$ cat src/rtl/axis_lbus_seg_packer.sv
// Multi-segment AXI-Stream to LBUS TX converter with packet tracking and a 2-entry skid output.
// Optional LBUS_KEEP_CHECK_EN adds keep-pattern checking that flags bad packets on their eop segment.
module axis_lbus_seg_packer #(
  parameter int NSEG      = 4,
  parameter int SEG_BYTES = 16
) (
  input  logic                      clk,
  input  logic                      rst_n,
  input  logic [NSEG*128-1:0]       s_axis_tdata,
  input  logic [NSEG*SEG_BYTES-1:0] s_axis_tkeep,
  input  logic                      s_axis_tlast,
  input  logic                      s_axis_tvalid,
  output logic                      s_axis_tready,
  output logic [NSEG*128-1:0]       lbus_data,
  output logic [NSEG-1:0]           lbus_ena,
  output logic [NSEG-1:0]           lbus_sop,
  output logic [NSEG-1:0]           lbus_eop,
  output logic [NSEG-1:0]           lbus_err,
  output logic [NSEG*4-1:0]         lbus_mty,
  input  logic                      lbus_rdy
);

  typedef struct packed {
    logic [NSEG*128-1:0] data;
    logic [NSEG-1:0]     ena;
    logic [NSEG-1:0]     sop;
    logic [NSEG-1:0]     eop;
    logic [NSEG-1:0]     err;
    logic [NSEG*4-1:0]   mty;
  } beat_t;

  logic [NSEG-1:0]   cv_ena, cv_sop, cv_eop, cv_err_base, cv_err;
  logic [NSEG*4-1:0] cv_mty;
  logic              any_en, produce, accept, push;
  beat_t             cv_beat;

  beat_t out_q, out_d, skid_q, skid_d;
  logic  skid_v_q, skid_v_d;
  logic  tready_q, tready_d;
  logic  in_pkt_q, in_pkt_d;

  assign any_en  = |s_axis_tkeep;
  assign produce = any_en | s_axis_tlast;
  assign accept  = s_axis_tvalid & tready_q;
  assign push    = accept & produce;

  always_comb begin : convert
    logic found;
    cv_ena      = '0;
    cv_mty      = '0;
    cv_sop      = '0;
    cv_eop      = '0;
    cv_err_base = '0;
    for (int s = 0; s < NSEG; s++) begin
      cv_ena[s] = |s_axis_tkeep[SEG_BYTES*s +: SEG_BYTES];
      // Scanning downward leaves the lowest set keep bit as the empty count.
      for (int b = SEG_BYTES-1; b >= 0; b--) begin
        if (s_axis_tkeep[SEG_BYTES*s + b]) cv_mty[4*s +: 4] = 4'(b);
      end
    end
    found = 1'b0;
    for (int s = 0; s < NSEG; s++) begin
      if (cv_ena[s] && !found) begin
        cv_sop[s] = ~in_pkt_q;
        found     = 1'b1;
      end
    end
    found = 1'b0;
    for (int s = NSEG-1; s >= 0; s--) begin
      if (cv_ena[s] && !found) begin
        cv_eop[s] = s_axis_tlast;
        found     = 1'b1;
      end
    end
    if (!any_en && s_axis_tlast) begin
      cv_ena[0]      = 1'b1;
      cv_sop[0]      = ~in_pkt_q;
      cv_eop[0]      = 1'b1;
      cv_mty[3:0]    = 4'hF;
      cv_err_base[0] = 1'b1;
    end
  end

`ifdef LBUS_KEEP_CHECK_EN
  logic viol;
  logic bad_pkt_q, bad_pkt_d;

  always_comb begin : keep_check
    logic below, above;
    viol  = 1'b0;
    below = 1'b0;
    for (int s = 0; s < NSEG; s++) begin
      above = 1'b0;
      for (int t = s + 1; t < NSEG; t++) above = above | cv_ena[t];
      if (cv_ena[s]) begin
        if (s_axis_tkeep[SEG_BYTES*s +: SEG_BYTES] != (16'hFFFF << cv_mty[4*s +: 4])) viol = 1'b1;
        if ((cv_mty[4*s +: 4] != 4'd0) && !cv_eop[s]) viol = 1'b1;
      end else begin
        // Holes are never legal; leading gaps only on the sop beat, trailing only on tlast.
        if (below && above) viol = 1'b1;
        if (above && !below && in_pkt_q) viol = 1'b1;
        if (below && !above && !s_axis_tlast) viol = 1'b1;
      end
      below = below | cv_ena[s];
    end
    if (!any_en) viol = 1'b0;
  end

  always_comb begin
    bad_pkt_d = bad_pkt_q;
    if (push) bad_pkt_d = s_axis_tlast ? 1'b0 : (bad_pkt_q | viol);
  end

  always_ff @(posedge clk or negedge rst_n) begin
    if (!rst_n) bad_pkt_q <= 1'b0;
    else        bad_pkt_q <= bad_pkt_d;
  end

  assign cv_err = cv_err_base | (cv_eop & {NSEG{bad_pkt_q | viol}});
`else
  assign cv_err = cv_err_base;
`endif

  assign cv_beat = '{data: s_axis_tdata, ena: cv_ena, sop: cv_sop, eop: cv_eop,
                     err: cv_err, mty: cv_mty};

  always_comb begin
    in_pkt_d = in_pkt_q;
    if (push) begin
      if (s_axis_tlast)         in_pkt_d = 1'b0;
      else if (!in_pkt_q)       in_pkt_d = 1'b1;
    end
  end

  always_comb begin
    out_d    = out_q;
    skid_d   = skid_q;
    skid_v_d = skid_v_q;
    if (!(|out_q.ena) || lbus_rdy) begin
      if (skid_v_q) begin
        out_d    = skid_q;
        skid_v_d = push;
        if (push) skid_d = cv_beat;
      end else if (push) begin
        out_d = cv_beat;
      end else begin
        out_d.ena = '0;
      end
    end else if (push) begin
      skid_d   = cv_beat;
      skid_v_d = 1'b1;
    end
    tready_d = ~skid_v_d;
  end

  always_ff @(posedge clk or negedge rst_n) begin
    if (!rst_n) begin
      out_q    <= '0;
      skid_q   <= '0;
      skid_v_q <= 1'b0;
      tready_q <= 1'b0;
      in_pkt_q <= 1'b0;
    end else begin
      out_q    <= out_d;
      skid_q   <= skid_d;
      skid_v_q <= skid_v_d;
      tready_q <= tready_d;
      in_pkt_q <= in_pkt_d;
    end
  end

  assign s_axis_tready = tready_q;
  assign lbus_data     = out_q.data;
  assign lbus_ena      = out_q.ena;
  assign lbus_sop      = out_q.sop;
  assign lbus_eop      = out_q.eop;
  assign lbus_err      = out_q.err;
  assign lbus_mty      = out_q.mty;

endmodule

$ cat config.mk
export PLATFORM = sky130hd
export DESIGN_NAME = axis_lbus_seg_packer
export DESIGN_NICKNAME = d
export VERILOG_FILES = /design/src/rtl/axis_lbus_seg_packer.sv
export SDC_FILE = /design/constraint.sdc
export NUM_CORES = 2
export LEC_CHECK = 0
export CAP_MARGIN = 25
export CELL_PAD_IN_SITES_DETAIL_PLACEMENT = 0
export CELL_PAD_IN_SITES_GLOBAL_PLACEMENT = 1
export CORE_AREA = 2 2 439 441
export CTS_CLUSTER_SIZE = 8
export DETAILED_ROUTE_END_ITERATION = 8
export DIE_AREA = 0 0 441 443
export PLACE_DENSITY = 0.7
export SLEW_MARGIN = 20
export SYNTH_ARGS = -nofsm -noshare
export SYNTH_HDL_FRONTEND = slang
export SYNTH_SLANG_ARGS = --single-unit
$ cat constraint.sdc
create_clock -name clk -period 3.1 [get_ports clk]
set_clock_uncertainty 0.05 [all_clocks]
set_input_delay 0.465 -clock clk [delete_from_list [all_inputs] [get_ports clk]]
set_output_delay 0.465 -clock clk [all_outputs]
set_load 0.1 [all_outputs]
### After elaboration in Yosys (flattened, before gate mapping)

Cells that the tools add are included.

| storage, ports and cells | value |
|---|---|
| flip-flop bits (word level) | 1091 |
| output and inout bits | 545 |

| cells by class | value |
|---|---|
| bitwise gates (word level) | 5 |
| multiplexer cells | 94 |
| eq/ne operators | 1 |
| reductions and logical operators | 24 |

Operator list:

| operator | number |
|---|---|
| $mux 544 | 4 |
| $mux 512 | 1 |
| $mux 4 | 66 |
| $reduce_or 16->1 | 4 |
| $reduce_or 64->1 | 1 |
| $mux 28 | 1 |
| $mux 1 | 22 |
| $logic_not 1->1 | 8 |
| $logic_and 1x1->1 | 7 |
| $reduce_or 4->1 | 1 |
| $and 1x1->1 | 2 |
| $ne 2x2->1 const B | 1 |
| $not 1->1 | 2 |
| $reduce_and 2->1 | 1 |
| $reduce_bool 2->1 | 1 |
| $logic_or 1x1->1 | 1 |
| $or 1x1->1 | 1 |

### Depth between registers and ports, before layout

| depth | value |
|---|---|
| depth after elaboration | 20 |
| gate-level depth with buffers | 10 |
| depth with buffers taken out | 6 |

### Least setup slack after synthesis

Ideal clock, no wire load.

| timing | value |
|---|---|
| path kind | reg2reg |
| start | register out_q (netlist bit lbus_ena[0]) |
| end | register out_q (netlist bit lbus_eop[1]) |
| data required time | 2951 ps |
| stages on the path, launching flop included | 10 |
| slack | 267 ps |
| setup time | 99 ps |
| arrival time | 2683 ps |
| cell sequence | dfrtp_1 -> nor4_1 -> or2_2 -> clkbuf_1 -> buf_2 -> clkbuf_1 -> clkbuf_1 -> clkbuf_1 -> o22ai_1 -> a311oi_1 |

| on the way | value |
|---|---|
| word-level cells in the longest chain between the ends | 4 |

RTL lines:

| item | RTL line | text |
|---|---|---|
| from (decl) | 37 | `beat_t out_q, out_d, skid_q, skid_d;` |
| from (signal assigned) | 164 | `out_q <= out_d;` |
| $reduce_or 4->1 | 139 | `if (!(\|out_q.ena) \|\| lbus_rdy) begin` |
| $logic_not 1->1 | 139 |  |
| $logic_or 1x1->1 | 139 |  |
| $reduce_and 2->1 (no source line) | n/a |  |

No other way between the ends.
A chain may end at the register's enable or synchronous reset.

### Final worst setup path

| timing | value |
|---|---|
| start | input port s_axis_tkeep[8] |
| end | register skid_q[486] (netlist name) |

| on the way | value |
|---|---|
| word-level cells in the longest chain between the ends | 6 |

RTL lines:

| item | RTL line | text |
|---|---|---|
| from (decl) | 10 | `input logic [NSEG*SEG_BYTES-1:0] s_axis_tkeep,` |
| $reduce_or 64->1 (*) | 42 | `assign any_en = \|s_axis_tkeep;` |
| $or 1x1->1 (*) | 43 | `assign produce = any_en \| s_axis_tlast;` |
| $and 1x1->1 (*) | 45 | `assign push = accept & produce;` |
| $mux 544 (*) | n/a |  |
| $mux 544 | n/a |  |
| $mux 544 (*) | n/a |  |
| to (signal assigned) | 165 | `skid_q <= skid_d;` |
| to (decl) | 37 |  |

Mark *: on every way between the ends. The rest lies on a longest branch, timed or not. The select of a mux whose other input is x is not followed.

==> impl_metrics.yaml <==
logic_synthesis:
  async_flop_share: 1.00
  synth-edff-count: 0
  yosysWarnings: 0
  synth_flop_cell: "dfrtp_1"
  ys_seq_elements: 1085
  ys_types: 49
  syn_area_um2: 54600
  syn_avg_cell_area_um2: 10.8
  ys_seq_area_frac: 0.497
  syn-instance-count: 5074
power_and_ir_drop:
  peakVddDrop_uv: 892
  power.internal_mw: 44.3
  p_leak_nw: 33.4
  clockPowerShare: 0.165
  p_sw_frac: 0.540
  seqPwrFrac: 0.285
  p_sw_mw: 52.0
  p_comb_frac: 0.550
  p_per_area_nw_per_um2: 1310
sta:
  finalHoldViolations: 0
  slew_headroom: 0.0674
  setup_viol: 0
  rsz0062_at_grt: "false"
  fmax_mhz: 356
  max_slew.worst_pin.slew_ns: 1.40
  fin_crit_ns: 2.81
  slew_viol_final: 0
  period_share: 0.905
cts:
  cts_root_buf: "clkbuf_16"
  cts_max_path_buffers: 3
  cts.sink_count: 1085
  cts_setup_buffers: 0
  cts.reportedPaths.clkPinSlew_ns: 0.05
  htreeDepth: 4
  cts_tree: "done"
  numCtsBuffers: 157
  clk_latency_ns: 0.79
cells_and_area:
  final_area_um2: 73800
  final_nets: 6704
  syn_to_final_growth_pct: 35.1
  postLayoutCoreUtil: 0.386
  fillers: 18600
  drive_gt1_frac: 0.240
setup_path:
  critPathArrivalTime_ns: 3.40
  required_ns: 3.69
  start_kind: "primary input"
  critPathKind: "primary input to register"
  worstPathMaxFanout: 29
  end_kind: "register"
routing:
  vias: 51200
  drc: 0
  drt_iter0_markers: 4776
  vias_per_cell: 5.88
  drt-total-wl_um: 245000
  wl_per_cell_um: 28.1
  dr.pass1.iters: 6
  drtAntennaViolNets: 0
global_route:
  antenna_found_initial: 59
  grt_usage: 0.241
  grt_pass1_vias: 50400
  overflow: 0
  grt_max_degree: 192
  grt_pass1_wl_um: 359000
placement:
  place.gp.congestion: 0.901
  place_area_um2: 69400
  place_hpwl_um: 165000
  io_buffers: 1122
die:
  die_y_um: 443
  die_w_um: 441
  die-area_um2: 195000
  pin_count: 1126
  initial_core_util: 0.286
  num_rows: 161
  fp.coreArea_um2: 191000
flow_run:
  cap_violations: 0
run_status:
  run_status: "finished clean"
min_path:
  hp-class: "primary input to async pin"
==> cells in the final DEF, fill, tap and decap left out, types with 48 or more instances in the layout <==
master,instances
dfrtp_1,1084
o21ai_1,130
nand2_1,48
buf_12,123
clkdlybuf4s50_1,579
o21ai_0,411
mux2_2,382
a22oi_1,513
buf_4,777
a221oi_1,515
and3_1,1025
clkbuf_16,161
mux2_1,138
==> through the flow <==
| stage | worst slack, ns | power (mW) | setup TNS [ns] | hold slack, ns | instances |
|---|---|---|---|---|---|
| finish | 0.293 | 96.3 | 0 | 0.170 | 8720 |
| floorplan | 0.267 | 64.5 | 0 | 0.119 | 5076 |
| global route | 0.136 | 100 | 0 | 0.156 | 8708 |
| global placement | -0.470 | 79.5 | -316.52 | 0.392 | 8489 |
| CTS | 0.325 | 96.5 | 0 | 0.126 | 8675 |
| detailed placement | -0.476 | 80.4 | -317.88 | 0.401 | 8489 |
==> timing repair <==
item                                    in CTS  in global routing
endpoints found under the hold margin       39                  0
hold buffers                                 1                  0
resized for setup                            0                  0
endpoints found under the setup margin       0                  0
==> path summary, 6_finish.rpt <==
kind	from	to	slack [ns]	cells after the start
min in group clk	s_axis_tdata[413]	skid_q[445]	0.24	2
max	s_axis_tkeep[8]	skid_q[486]	0.29	9
min	rst_n	lbus_data[221]	0.17	2
min reg2reg	skid_q[10]	skid_q[10]	0.43	2
max in group asynchronous	rst_n	lbus_data[7]	1.65	4
max reg2reg	lbus_ena[0]	lbus_data[19]	0.46	8
==> logic make-up after synthesis <==
logic type / share of synthesized area
compound gates: 0.214
simple gates: 0.133
flops: 0.497
buf+inv: 0.0479
mux: 0.108
other cells: 0.0000686
==> synthesized netlist by cell type (all sizes together) (23+ instances only) <==
cell | n | area [um2]
and3 | 1025 | 6410
mux2 | 520 | 5860
a21oi | 24 | 120
nand2 | 50 | 190
nor4 | 23 | 184
clkbuf | 470 | 1760
a221oi | 515 | 4510
a22oi | 513 | 3850
o21ai | 542 | 2710
buf | 123 | 806
dfrtp | 1085 | 27200
nor3 | 33 | 170
nor2 | 41 | 154
==> critical path, cell delays in order <==
cell and delay, ns:
clkdlybuf4s50_1 0.47, nor4_1 0.48, nand4_1 0.19, or3_1 0.52, o211ai_4 0.21, buf_4 0.20
buf_12 0.20, buf_12 0.25, mux2_1 0.35
==> power by group through the flow <==
stage                     combinational [mW]  clock (mW)  sequential [mW]
final                                   53.0        15.9             27.4
after global routing                    54.9        16.8             28.3
after CTS                               53.1        16.3             27.2
after detailed placement                53.1           0             27.3
after global placement                  52.6           0             26.9
after floorplan                         12.7           0             51.8
==> sequential cells by signal, indices dropped and copies added, names as in the netlist <==
register       flops
in_pkt_q           1
lbus_err           1
skid_v_q           1
lbus_data        512
s_axis_tready      1
lbus_eop           4
lbus_ena           4
lbus_sop           4
skid_q           541
lbus_mty          16
==> final cells by class <==
class | instances | area (um2) | area share
clock inverters | 12 | 165 | 0.00224
inverters | 13 | 48.8 | 0.000661
well taps | 2526 | 3160 | 0.0428
repair buffers | 1481 | 14100 | 0.191
clock buffers | 173 | 4090 | 0.0555
multi-input cells | 3385 | 24900 | 0.338
flip-flops and latches | 1085 | 27200 | 0.368
diodes | 45 | 113 | 0.00153
==> layer usage <==
metal	global-route usage	wire (um)	part of all wire
met3	0.0624	18800	0.077
met4	0.137	14300	0.058
met5	0	239	0.00098
met1	0.314	101000	0.41
met2	0.359	110000	0.45
No activity file was read; power rests on OpenSTA's default activity.
